===== src/rtl/mem_port_arbiter.sv =====
// Arbitrates one single-ported, fixed-latency memory between the fetch (IF)
// and load/store (DM) ports. DM has priority. A starvation counter forces an
// IF grant after STARVE_MAX consecutive DM grants taken while IF waits.
// Each access runs IDLE -> ACCESS (MEM_LAT cycles) -> DONE (one-cycle done
// pulse to the winner).
// Ports:
//   clk, rst_n             clock, async active-low reset
//   if_req/if_addr         fetch request and address
//   if_rdata/if_done       fetched word and completion pulse
//   dm_req/dm_we/dm_addr/dm_wdata   data request, store flag, address, data
//   dm_rdata/dm_done       load result and completion pulse
//   mem_en/mem_we/mem_addr/mem_wdata/mem_rdata   memory interface
//   busy                   high whenever the arbiter is not idle
module mem_port_arbiter #(
    parameter int unsigned ADDR_W     = 32,
    parameter int unsigned DATA_W     = 32,
    parameter int unsigned MEM_LAT    = 2,
    parameter int unsigned STARVE_MAX = 4
) (
    input  logic              clk,
    input  logic              rst_n,
    input  logic              if_req,
    input  logic [ADDR_W-1:0] if_addr,
    output logic [DATA_W-1:0] if_rdata,
    output logic              if_done,
    input  logic              dm_req,
    input  logic              dm_we,
    input  logic [ADDR_W-1:0] dm_addr,
    input  logic [DATA_W-1:0] dm_wdata,
    output logic [DATA_W-1:0] dm_rdata,
    output logic              dm_done,
    output logic              mem_en,
    output logic              mem_we,
    output logic [ADDR_W-1:0] mem_addr,
    output logic [DATA_W-1:0] mem_wdata,
    input  logic [DATA_W-1:0] mem_rdata,
    output logic              busy
);

    localparam int unsigned LAT_W = $clog2(MEM_LAT + 1);
    localparam int unsigned STV_W = $clog2(STARVE_MAX + 1);

    typedef enum logic [1:0] {
        ST_IDLE   = 2'd0,
        ST_ACCESS = 2'd1,
        ST_DONE   = 2'd2
    } state_t;

    state_t             state, state_nxt;
    logic [LAT_W-1:0]   lat_cnt, lat_cnt_nxt;
    logic [STV_W-1:0]   starve_cnt, starve_cnt_nxt;
    logic               win_dm, win_dm_nxt;
    logic               dm_wins;

    logic               mem_en_nxt, mem_we_nxt;
    logic [ADDR_W-1:0]  mem_addr_nxt;
    logic [DATA_W-1:0]  mem_wdata_nxt;
    logic [DATA_W-1:0]  if_rdata_nxt, dm_rdata_nxt;
    logic               if_done_nxt, dm_done_nxt, busy_nxt;

    // State and registered outputs
    always_ff @(posedge clk or negedge rst_n) begin
        if (!rst_n) begin
            state      <= ST_IDLE;
            lat_cnt    <= '0;
            starve_cnt <= '0;
            win_dm     <= 1'b0;
            mem_en     <= 1'b0;
            mem_we     <= 1'b0;
            mem_addr   <= '0;
            mem_wdata  <= '0;
            if_rdata   <= '0;
            dm_rdata   <= '0;
            if_done    <= 1'b0;
            dm_done    <= 1'b0;
            busy       <= 1'b0;
        end else begin
            state      <= state_nxt;
            lat_cnt    <= lat_cnt_nxt;
            starve_cnt <= starve_cnt_nxt;
            win_dm     <= win_dm_nxt;
            mem_en     <= mem_en_nxt;
            mem_we     <= mem_we_nxt;
            mem_addr   <= mem_addr_nxt;
            mem_wdata  <= mem_wdata_nxt;
            if_rdata   <= if_rdata_nxt;
            dm_rdata   <= dm_rdata_nxt;
            if_done    <= if_done_nxt;
            dm_done    <= dm_done_nxt;
            busy       <= busy_nxt;
        end
    end

    // Next-state, arbitration and output values
    always_comb begin
        state_nxt      = state;
        lat_cnt_nxt    = lat_cnt;
        starve_cnt_nxt = starve_cnt;
        win_dm_nxt     = win_dm;
        dm_wins        = 1'b0;
        mem_en_nxt     = mem_en;
        mem_we_nxt     = mem_we;
        mem_addr_nxt   = mem_addr;
        mem_wdata_nxt  = mem_wdata;
        if_rdata_nxt   = if_rdata;
        dm_rdata_nxt   = dm_rdata;
        if_done_nxt    = 1'b0;
        dm_done_nxt    = 1'b0;

        case (state)
            ST_IDLE: begin
                if (if_req || dm_req) begin
                    // DM keeps priority until IF has been passed over STARVE_MAX times
                    dm_wins     = dm_req && (!if_req || (starve_cnt < STV_W'(STARVE_MAX)));
                    win_dm_nxt  = dm_wins;
                    state_nxt   = ST_ACCESS;
                    mem_en_nxt  = 1'b1;
                    lat_cnt_nxt = LAT_W'(MEM_LAT - 1);
                    if (dm_wins) begin
                        mem_we_nxt    = dm_we;
                        mem_addr_nxt  = dm_addr;
                        mem_wdata_nxt = dm_wdata;
                        if (!if_req) begin
                            starve_cnt_nxt = '0;
                        end else if (starve_cnt != STV_W'(STARVE_MAX)) begin
                            starve_cnt_nxt = starve_cnt + STV_W'(1);
                        end
                    end else begin
                        mem_we_nxt     = 1'b0;
                        mem_addr_nxt   = if_addr;
                        mem_wdata_nxt  = '0;
                        starve_cnt_nxt = '0;
                    end
                end
            end

            ST_ACCESS: begin
                if (lat_cnt == '0) begin
                    // Last access cycle: memory data is valid now
                    state_nxt     = ST_DONE;
                    mem_en_nxt    = 1'b0;
                    mem_we_nxt    = 1'b0;
                    mem_addr_nxt  = '0;
                    mem_wdata_nxt = '0;
                    if (win_dm) begin
                        dm_done_nxt = 1'b1;
                        if (!mem_we) begin
                            dm_rdata_nxt = mem_rdata;
                        end
                    end else begin
                        if_done_nxt  = 1'b1;
                        if_rdata_nxt = mem_rdata;
                    end
                end else begin
                    lat_cnt_nxt = lat_cnt - LAT_W'(1);
                end
            end

            ST_DONE: begin
                state_nxt = ST_IDLE;
            end

            default: begin
                state_nxt = ST_IDLE;
            end
        endcase

        busy_nxt = (state_nxt != ST_IDLE);
    end

endmodule


===== config.mk =====
export PLATFORM = sky130hd
export DESIGN_NAME = mem_port_arbiter
export DESIGN_NICKNAME = d
export VERILOG_FILES = /design/src/rtl/mem_port_arbiter.sv
export SDC_FILE = /design/constraint.sdc
export NUM_CORES = 1
export LEC_CHECK = 0
export BUFFER_PORTS_ARGS = -buffer_cell sky130_fd_sc_hd__buf_2
export CAP_MARGIN = 20
export CORE_MARGIN = 2
export CORE_UTILIZATION = 50
export DETAILED_ROUTE_END_ITERATION = 16
export GPL_TIMING_DRIVEN = 0
export PLACE_DENSITY = 0.88
export RECOVER_POWER = 100
export SYNTH_ARGS = -nofsm -noshare
export SYNTH_HDL_FRONTEND = slang
export SYNTH_SLANG_ARGS = --single-unit

===== constraint.sdc =====
create_clock -name clk -period 2.56 [get_ports clk]
set_input_delay 0.384 -clock clk [delete_from_list [all_inputs] [get_ports clk]]
set_output_delay 0.384 -clock clk [all_outputs]
set_load 0.02 [all_outputs]

### Word-level counts from Yosys, hierarchy flattened

Cells that the tools add are included.

* register bits after elaboration: 141
* input bits: 133
* output and inout port bits: 133
* word-level logic and storage cells: 66

* $add $sub $neg: 2
* order comparisons: 1
* equality and inequality tests: 6
* muxes and demuxes: 28
* bitwise operators: 2
* reduce and logical (&&, ||, !) cells: 14

Operators with widths (number)
* $mux W32: 5
* $pmux W32 S2: 2
* $reduce_and A3 Y1: 4
* $mux W1: 10
* $mux W3: 3
* $mux W2: 4
* $pmux W2 S2: 2
* $ne A2 B2 Y1 const B: 3
* $logic_not A2 Y1: 2
* $pmux W1 S2: 2
* $reduce_and A4 Y1: 1
* $reduce_bool A2 Y1: 2
* $add A3 B1 Y3 const B: 1
* $lt A3 B3 Y1 const B: 1
* $ne A3 B2 Y1 const B: 1
* $ne A3 B3 Y1 const B: 1
* $eq A2 B1 Y1 const B: 1
* $logic_or A1 B1 Y1: 2
* $not A1 Y1: 2
* $reduce_and A2 Y1: 1
* $sub A2 B1 Y2 const B: 1
* $logic_and A1 B1 Y1: 1
* $logic_not A1 Y1: 1

### Logic depth before layout (Yosys ltp)

Gate-level depths: netlist of run 1.

* depth in word-level cells: 6
* mapped depth: 7
* gate-level depth less buffers: 5

### Least setup slack after synthesis of run 1

Ideal clock, no wire load.

* kind: flip-flop to flip-flop
* from: reg lat_cnt[0]
* to: reg dm_rdata[12]
* setup time: 0.125 ns
* arrival: 1.563 ns
* required time: 2.435 ns
* path slack: 0.872 ns
* cell stages (with the launch flop): 7
* path buffers: 1
* clock period less this slack: 1.688 ns
* cells stage by stage: dfrtp_1 > inv_1 > ha_1 > nand3b_2 > nor3b_4 > buf_6 > mux2_2

* longest elaborated chain between the ends: 2

RTL lines
* from (decl): RTL line 50 `logic [LAT_W-1:0] lat_cnt, lat_cnt_nxt;`
* from (signal assigned): RTL line 79 `lat_cnt <= lat_cnt_nxt;`
* $logic_not A2 Y1: RTL line 138 `if (lat_cnt == '0) begin`
* $reduce_and A4 Y1 (no line)
* to (signal assigned): RTL line 87 `dm_rdata <= dm_rdata_nxt;`
* to (decl): RTL line 30 `output logic [DATA_W-1:0] dm_rdata,`

No other way between the ends.
A chain may end at the register's enable or synchronous reset.

### Final worst setup path of run 1

* from: reg lat_cnt[0]
* to: reg dm_rdata[23]

The elaborated chain is that of the path after synthesis.

==> flow_summary_export.csv, run 1 <==
group,metric,value,unit
cells_and_area,area_growth_syn_to_layout,34.7,%
synth,synth_nets,501,
worst_hold_path,hold_end,"mem_wdata[13]$_DFFE_PN0P_",
timing,setup_viol,0,
die,ioPinCount,266,
critical_path,path_max_fanout,10,
timing,worst-slew-pin-transition,900,ps
detailed_routing,viasPerCell,5.17,
timing,fin_crit,2120,ps
die,core,0.0108,mm²
cells_and_area,drive_gt1_frac,0.368,
critical_path,critPathCaptureType,"flop",
synth,synthXorXnorAreaFrac,0,
detailed_routing,wl_per_cell,17.3,µm
cells_and_area,regArea,0.00353,mm²
cells_and_area,final_nets,787,
cells_and_area,final_core_util,0.693,
power,leakage,3.58,nW
synth,synth_edf_count,0,
synth,seq_area_frac_synth,0.633,
critical_path,worst_ep_arrival_time,2520,ps
timing,fin_tns_setup,0,ps
worst_hold_path,hold_start,"dm_wdata[13]",
status,status,"finished, final reports clean",
worst_hold_path,hp-class,"primary input to flop",
die,start_util,0.514,
power,p_per_area,1430,mW/mm²
cts,root_buffer,"clkbuf_8",
cts,h-tree-depth,4,
timing,max_slew_margin,0.395,
synth,ys_top_cells_by_area,"dfrtp_1 63%, mux2_2 13%, mux2i_1 5.9%",
synth,synth_top_family_by_area,"multiplexers",
synth,synth_top_area_share,0.633,
critical_path,worstRegToRegCells,6,
grt,grt_usage,0.232,
synth,synth.most_common_cell,"dfrtp_1",
synth,synthArstFlopShare,1.00,
synth,synthesis.area,0.00558,mm²
placement,dp_hpwl,10300,µm
synth,ys_ff_latch,141,
detailed_routing,drcViolationCount,0,
critical_path,r2r-start,"lat_cnt[0]$_DFFE_PN0P_",
die,die_width,110,µm
synth,yosysWarnings,0,
synth,syn_inst,364,
critical_path,r2r-end,"dm_rdata[23]$_DFFE_PN0P_",
critical_path,crit_required,2960,ps
synth,synthSimpleGateAreaFrac,0.0206,
synth,synth_compound_area_frac,0.115,
cts,cts_buffers,17,
die,rows,38,
die,die_area,0.0120,mm²
timing,max_freq,472,MHz
cts,cts.sinks,141,
cts,cts_tree,"done",
detailed_routing,vias,4146,
synth,synth_common_cells,"141 x dfrtp_1, 64 x mux2_2, 33 x mux2i_1, 33 x o2bb2ai_1, 32 x a22o_1",
synth,avgSynthCellArea,15.3,µm²
timing,final_max_slew_viol_count,0,
die,die_height,110,µm
cells_and_area,num-fill-cells,848,
synth,synth.distinct_cells,31,
timing,fin_crit_sh,0.828,
placement,port_buffers,265,
cts,clkTransAtPathRegs,60,ps
timing,hold_violations,0,
flow_run,maxCapViolCount,0,
grt,grt_overflow,0,
grt,grt_pass1_wl,20900,µm
grt,grt_max_degree,84,
synth,muxShareOfSynthArea,0.191,
synth,synth_fa_ha_area_frac,0.00898,
critical_path,reg2reg_slack,440,ps
cts,clk_latency,520,ps
placement,place_congestion,0.799,
critical_path,crit_type,"flop to flop",
synth,synth_largest_area_cell,"dfrtp_1",
detailed_routing,antenna_left,0,
detailed_routing,drt_iter0_drc,204,
critical_path,worst_setup_path_start_kind,"flop",
power,ir_drop,0.839,mV
detailed_routing,dr.pass1.iters,4,
synth,synthFlopType,"dfrtp_1",
detailed_routing,wirelength,13900,µm
grt,grt_pass1_vias,4248,
grt,antenna_found_initial,0,
timing,rsz0062_at_grt,"false",
cells_and_area,multi_input_area,0.00186,mm²
worst_hold_path,holdPathStages,2,
cts,cts_buffer_depth,2,
timing,fin_skew,7.25,ps
==> state kept, by name, indices dropped and copies added (netlist names) <==
signal / cells
mem_en: 1
busy: 1
starve_cnt: 3
if_done: 1
if_rdata: 32
mem_wdata: 32
dm_done: 1
mem_addr: 32
win_dm: 1
mem_we: 1
state: 2
dm_rdata: 32
lat_cnt: 2
==> worst max-delay path: stages, from the launching register on <==
cell and delay, ps:
dfrtp_1 360, inv_1 110, ha_1 190, nand3b_1 220, nor3b_4 390, clkbuf_2 350, mux2_2 380
==> area by class of cell <==
type | count | share of cell area
clock buffer | 19 | 0.0575
multi-input combinational | 193 | 0.248
antenna | 1 | 0.000333
buffer | 23 | 0.0177
clock inverter | 11 | 0.0225
inverter | 7 | 0.00350
sequential | 141 | 0.470
timing repair buffer | 267 | 0.158
tap | 140 | 0.0233
==> stage by stage <==
stage / hold slack, ps / cells / area (µm²) / power [mW] / setup slack, ps
6_report: 75.8 / 802 / 7510 / 10.8 / 441
3_5_place_dp: 459 / 770 / 7110 / 8.58 / 656
4_1_cts: 55.8 / 801 / 7720 / 11.1 / 619
2_1_floorplan: 88.4 / 364 / 5580 / 6.84 / 872
3_3_place_gp: 460 / 769 / 7080 / 8.35 / -626
5_1_grt: 58.2 / 801 / 7510 / 11.4 / 263
==> worst max-delay path by stage <==
stage / depth (start not counted) / to / slack [ps] / start
after detailed placement: 6 / dm_rdata[7]$_DFFE_PN0P_ / 660 / lat_cnt[0]$_DFFE_PN0P_
after floorplan: 6 / dm_rdata[12]$_DFFE_PN0P_ / 870 / lat_cnt[0]$_DFFE_PN0P_
final: 6 / dm_rdata[23]$_DFFE_PN0P_ / 440 / lat_cnt[0]$_DFFE_PN0P_
after global placement: 1 / mem_wdata[14]$_DFFE_PN0P_ / -630 / rst_n
after CTS: 6 / if_rdata[8]$_DFFE_PN0P_ / 620 / lat_cnt[0]$_DFFE_PN0P_
after global routing: 4 / mem_wdata[27]$_DFFE_PN0P_ / 260 / state[1]$_DFF_PN0_
==> cells by family (layout without fill, tap and decap cells) <==
group,count (synthesis),in the layout
flops,141,141
mux,98,98
compound gates,74,74
buf+inv,30,327
simple gates,17,17
fa+ha+maj,4,4
other cells,0,1
==> report_power, final <==
group / internal [mW] / switching (mW)
combinational: 1.57 / 2.80
clock: 1.60 / 0.902
sequential: 3.28 / 0.600
total: 6.45 / 4.30
==> layout by cell type, fill, tap and decap left out, types with 2 or more instances in the layout <==
master       n
a21boi_0     2
a21oi_1      2
a22o_1      32
a32o_1       2
buf_2      135
buf_4        4
buf_6        4
bufinv_16    4
clkbuf_1   143
clkbuf_16   16
clkbuf_2     3
clkbuf_8     2
clkinv_2     3
clkinv_4     3
dfrtp_1    141
ha_1         4
inv_1        7
mux2_1       2
mux2_2      63
mux2i_1     33
nand2_1      4
nor2b_1      2
nor3b_1      2
o2bb2ai_1   33
==> timing repair <==
| item | in CTS | in global routing |
|---|---|---|
| gates resized for setup | 0 | 0 |
| setup buffers | 0 | 0 |
| hold buffers | 1 | 0 |
| endpoints found under the hold margin | 82 | 0 |
==> layer usage <==
layer | GRT usage | wire [µm]
met3 | 0.0528 | 934
met1 | 0.266 | 5340
met2 | 0.422 | 7410
met5 | 0 | 0
met4 | 0.0868 | 179
No activity file was read; power rests on OpenSTA's default activity.
==> inputs of run 2 (changes only) <==
--- a/config.mk
+++ b/config.mk
@@ -8,10 +8,10 @@
 export BUFFER_PORTS_ARGS = -buffer_cell sky130_fd_sc_hd__buf_2
 export CAP_MARGIN = 20
 export CORE_MARGIN = 2
-export CORE_UTILIZATION = 50
+export CORE_UTILIZATION = 42
 export DETAILED_ROUTE_END_ITERATION = 16
 export GPL_TIMING_DRIVEN = 0
-export PLACE_DENSITY = 0.88
+export PLACE_DENSITY = 0.79
 export RECOVER_POWER = 100
 export SYNTH_ARGS = -nofsm -noshare
 export SYNTH_HDL_FRONTEND = slang
==> constraint.sdc (replaced) <==
create_clock -name clk -period 1.9 [get_ports clk]
set_input_delay 0.285 -clock clk [delete_from_list [all_inputs] [get_ports clk]]
set_output_delay 0.285 -clock clk [all_outputs]
set_load 0.02 [all_outputs]
==> run 2 against run 1 <==
Combinational power grew 46%. Design area grew 3.0%. Clock skew grew 2.7 ps. Sequential share of layout area shrank 1.4 points. Largest power group unchanged.
==> flow_summary_export.csv, run 2 (synthesized netlist as in run 1, its figures left out) <==
group,metric,value,unit
status,status,"finished, final reports clean",
cts,h-tree-depth,4,
die,rows,42,
cts,cts_tree,"done",
grt,grt_usage,0.199,
timing,hold_violations,0,
detailed_routing,wl_per_cell,16.5,µm
critical_path,cpLargestDelayFamily,"buffers and inverters",
timing,fin_skew,9.90,ps
cts,root_buffer,"clkbuf_16",
timing,fin_tns_setup,0,ps
grt,grt_max_degree,74,
timing,max_freq,548,MHz
detailed_routing,wirelength,13800,µm
critical_path,crit_required,2190,ps
die,die_area,0.0142,mm²
grt,grt_overflow,0,
critical_path,crit_buf_inv,3,
die,die_height,119,µm
die,core,0.0131,mm²
detailed_routing,drt_iter0_drc,147,
cells_and_area,num-fill-cells,1046,
timing,fin_crit,1830,ps
cts,clk_latency,410,ps
placement,dp_hpwl,10500,µm
detailed_routing,drcViolationCount,0,
power,fin_total_pwr,14.5,mW
cells_and_area,regArea,0.00353,mm²
detailed_routing,vias,4169,
cts,cts.sinks,141,
critical_path,critical-path-max-stage-delay,390,ps
cells_and_area,layout_common_cells,"272 x buf_2, 141 x dfrtp_1, 64 x mux2_2",
timing,rsz0062_at_grt,"true",
worst_hold_path,hp-class,"primary input to flop",
critical_path,slowest_stage,"dfrtp_1",
cts,clkTransAtPathRegs,60,ps
power,ir_drop,0.877,mV
power,p_per_area,1880,mW/mm²
die,ioPinCount,266,
timing,setup_viol,0,
cts,cts_buffers,17,
cells_and_area,drive_gt1_frac,0.584,
timing,fin_crit_sh,0.961,
cts,cts_buffer_depth,2,
cells_and_area,multi_input_area,0.00190,mm²
critical_path,crit_type,"flop to flop",
detailed_routing,antenna_left,0,
placement,port_buffers,265,
flow_run,maxCapViolCount,0,
cells_and_area,diodes,0,
timing,worst-slew-pin-transition,935,ps
cells_and_area,final_nets,789,
grt,antenna_found_initial,0,
critical_path,path_max_fanout,10,
die,die_width,119,µm
placement,place_congestion,0.833,
critical_path,worst_ep_arrival_time,2110,ps
placement,dpl-instance-area,0.00716,mm²
critical_path,critPathCaptureType,"flop",
detailed_routing,viasPerCell,4.98,
grt,grt_pass1_vias,4427,
detailed_routing,dr.pass1.iters,4,
timing,max_slew_margin,0.377,
grt,grt_pass1_wl,22200,µm
critical_path,crit_chain,"inv_1, ha_4, nand3b_4, nor3b_4, buf_4, buf_6, mux2_2",
critical_path,worst_setup_path_start_kind,"flop",
cells_and_area,layout_commonest_cell,"buf_2",
die,start_util,0.426,
power,leakage,4.04,nW
cells_and_area,final_area,0.00774,mm²
timing,final_max_slew_viol_count,0,
cells_and_area,area_growth_syn_to_layout,38.8,%
==> run 2: changes by cell type in the layout (fill, tap and decap cells not counted), sizes merged <==
cell	change
clkbuf	-138
clkinvlp	+1
buf	+142
diode	-1
bufinv	-3
clkinv	-2
==> run 2: timing repair <==
| item | in CTS | in global routing |
|---|---|---|
| hold endpoints to repair | 68 | 0 |
| gates resized for setup | 2 | 6 |
| hold buffers | 1 | 0 |
| setup endpoints to repair | 44 | 99 |
| pin swaps | 1 | 0 |
| buffers inserted | 2 | 0 |
==> run 2: final cells by class <==
class,count,share of cell area
buffer,23,0.0199
clock buffer,21,0.0595
clock inverter,7,0.00890
inverter,7,0.00340
multi-input combinational,193,0.245
sequential,141,0.456
tap,176,0.0285
timing repair buffer,269,0.179
==> run 2: report_power, final <==
part           switching, mW  total (mW)  internal (mW)
logic                   3.77        6.37           2.60
clock network           1.14        2.97           1.83
registers              0.766        5.19           4.42
total                   5.68        14.5           8.85
==> run 2: stage by stage <==
step / utilization / hold slack [ps] / setup slack (ps) / instances
after floorplan: - / -10.6 / 212 / 364
after global placement: 0.544 / 458 / -1240 / 805
after detailed placement: 0.547 / 326 / -43.9 / 806
after CTS: 0.590 / 73.4 / 27.9 / 837
after global routing: 0.591 / 76.1 / -11.8 / 837
final: 0.591 / 95.0 / 74.7 / 837
==> run 2: per-layer routing <==
layer  vias to the layer above  global-route usage  wire, µm  part of all wire
li1                       1928                   -         -                 -
met4                         0              0.0915       352             0.025
met5                         -                   0         0                 0
met2                       171               0.345      7090              0.51
met1                      2041               0.232      5520              0.40
met3                        29              0.0522       869             0.063
==> run 2: path summary, 6_finish.rpt <==
| kind | slack, ps | cells past startpoint | endpoint | start |
|---|---|---|---|---|
| setup / recovery | 70 | 7 | dm_rdata[31]$_DFFE_PN0P_ | lat_cnt[1]$_DFFE_PN0P_ |
| hold / removal | 100 | 2 | mem_wdata[6]$_DFFE_PN0P_ | dm_wdata[6] |
| min in group asynchronous | 610 | 2 | dm_rdata[23]$_DFFE_PN0P_ | rst_n |
| setup reg to reg | 70 | 7 | dm_rdata[31]$_DFFE_PN0P_ | lat_cnt[1]$_DFFE_PN0P_ |
| max in group asynchronous | 430 | 3 | mem_wdata[18]$_DFFE_PN0P_ | rst_n |
| hold reg to reg | 470 | 2 | mem_en$_DFFE_PN0P_ | mem_en$_DFFE_PN0P_ |
==> inputs of run 3 (changes only) <==
==> constraint.sdc (replaced) <==
create_clock -name clk -period 1.9 [get_ports clk]
set_input_delay 0.095 -clock clk [delete_from_list [all_inputs] [get_ports clk]]
set_output_delay 0.095 -clock clk [all_outputs]
set_load 0.02 [all_outputs]
==> run 3 against run 2 <==
Utilization is 8.4 points higher. Critical path depth unchanged. Non-clock buffer count increased by 109. Global-route usage increased by 3.3 points. Die area is the same. Maximum frequency increased by 0.21%. Cell count is 13% higher. Worst hold slack got worse by 72 ps. Sequential power about the same. Clock power is essentially flat. Power grew 2.0%.
==> flow_summary_export.csv, run 3 (synthesized netlist as in run 1, its figures left out) <==
group,metric,value,unit
critical_path,critPathCaptureType,"flop",
critical_path,path_max_fanout,10,
detailed_routing,wl_per_cell,17.1,µm
detailed_routing,dr.pass1.iters,4,
cts,root_buffer,"clkbuf_16",
critical_path,r2r-end,"dm_rdata[13]$_DFFE_PN0P_",
cells_and_area,multi_input_area,0.00190,mm²
placement,place_congestion,0.833,
detailed_routing,vias,4710,
critical_path,cpLargestDelayFamily,"buffers and inverters",
cells_and_area,final_nets,898,
cells_and_area,num-fill-cells,881,
power,ir_drop,0.903,mV
detailed_routing,antenna_left,0,
grt,grt_use_met2,0.417,
timing,hold_violations,0,
critical_path,crit_required,2190,ps
cts,cts.sinks,141,
power,fin_total_pwr,14.8,mW
status,status,"finished, final reports clean",
placement,dp_slack,-43.9,ps
grt,grt_pass1_wl,25800,µm
timing,fin_ws,78.5,ps
timing,final_max_slew_viol_count,0,
timing,worst-slew-pin-transition,937,ps
critical_path,cp-startpoint,"lat_cnt[1]$_DFFE_PN0P_",
cells_and_area,final_core_util,0.675,
cells_and_area,regArea,0.00353,mm²
timing,rsz0062_at_grt,"true",
cts,cts_tree,"done",
die,start_util,0.426,
worst_hold_path,hp-class,"primary input to flop",
critical_path,worst_setup_path_start_kind,"flop",
cells_and_area,diodes,0,
critical_path,crit_chain,"inv_1, ha_4, nand3b_4, nor3b_4, buf_4, buf_6, mux2_2",
cells_and_area,area_growth_syn_to_layout,58.4,%
critical_path,reg2reg_slack,80,ps
cts,cts_buffers,17,
critical_path,worstRegToRegCells,7,
timing,max_slew_margin,0.375,
grt,grt_overflow,0,
placement,port_buffers,265,
die,die_height,119,µm
grt,antenna_found_initial,0,
critical_path,worst_ep_arrival_time,2110,ps
die,die_width,119,µm
timing,fin_crit,1820,ps
grt,grtUsageMet1,0.264,
flow_run,maxCapViolCount,0,
detailed_routing,viasPerCell,4.98,
detailed_routing,wirelength,16200,µm
worst_hold_path,holdPathStages,3,
placement,dpl.cell_count,806,
worst_hold_path,hold_end,"mem_addr[1]$_DFFE_PN0P_",
timing,max_freq,549,MHz
critical_path,crit_buf_inv,3,
die,die_area,0.0142,mm²
cells_and_area,final_area,0.00883,mm²
placement,dp_hpwl,10500,µm
cells_and_area,layout_commonest_cell,"buf_2",
cts,h-tree-depth,4,
cts,clk_latency,400,ps
cells_and_area,drive_gt1_frac,0.501,
cells_and_area,stdcell_count,946,
worst_hold_path,hold_start,"dm_addr[1]",
die,core,0.0131,mm²
critical_path,critical-path-max-stage-delay,380,ps
detailed_routing,drcViolationCount,0,
timing,setup_viol,0,
detailed_routing,drt_iter0_drc,159,
critical_path,slowest_stage,"dfrtp_1",
grt,grt_use_met3,0.0536,
power,leakage,4.49,nW
grt,grt_pass1_vias,5134,
cells_and_area,layout_common_cells,"271 x buf_2, 141 x dfrtp_1, 110 x dlygate4sd3_1",
placement,dpl-instance-area,0.00716,mm²
die,rows,42,
timing,fin_crit_sh,0.959,
grt,busiest_layer,"met2",
critical_path,crit_type,"flop to flop",
power,p_per_area,1680,mW/mm²
critical_path,r2r-start,"lat_cnt[1]$_DFFE_PN0P_",
cts,clkTransAtPathRegs,60,ps
die,ioPinCount,266,
grt,grt_max_degree,74,
cts,cts_buffer_depth,2,
grt,grt_usage,0.233,
timing,fin_skew,8.98,ps
[run 3: cell types whose count changed in the layout (fill, tap and decap cells not counted)]
cell and change:
clkbuf_4 +1, buf_2 -1, dlygate4sd3_1 +109
[run 3: worst max-delay path by stage]
stage,to,cells past startpoint
finish,dm_rdata[13]$_DFFE_PN0P_,7
CTS,dm_rdata[31]$_DFFE_PN0P_,7
detailed placement,dm_rdata[11]$_DFFE_PN0P_,6
floorplan,dm_rdata[12]$_DFFE_PN0P_,6
global placement,mem_wdata[22]$_DFFE_PN0P_,1
global route,dm_rdata[28]$_DFFE_PN0P_,7
[run 3: tightest hold or removal path, delay by kind of cell]
family	cells	cell delay, ps
AOI/OAI and AO/OA	1	140
buffers and inverters	1	80
muxes	1	60
[run 3: power breakdown]
group	internal, mW	switching, mW
registers	4.42	0.795
logic	2.76	3.88
clock network	1.83	1.14
total	9.01	5.82
[run 3: through the flow]
| stage | setup TNS (ps) | hold slack (ps) |
|---|---|---|
| floorplan | 0 | -201 |
| global placement | -146920 | 311 |
| detailed placement | -992 | 136 |
| CTS | 0 | 0.437 |
| global route | -68.7 | 8.76 |
| finish | 0 | 22.8 |
[run 3: layout make-up]
type                       count  area share
timing repair buffer         378       0.280
multi-input combinational    193       0.215
inverter                       7     0.00298
buffer                        23      0.0177
tap                          176      0.0249
clock inverter                 7     0.00779
sequential                   141       0.400
clock buffer                  21      0.0521
[run 3: what timing repair did]
item                                    in CTS  in global routing
hold buffers                               110                  0
hold endpoints to repair                   190                  0
setup buffers                                2                  0
endpoints found under the setup margin      44                101
gates resized for setup                      2                  7
pin swaps                                    1                  0
[run 3: routing by layer]
layer | share of wire | wire length (µm)
met4 | 0.027 | 438
met2 | 0.53 | 8540
met3 | 0.057 | 927
met1 | 0.39 | 6260
met5 | 0 | 0
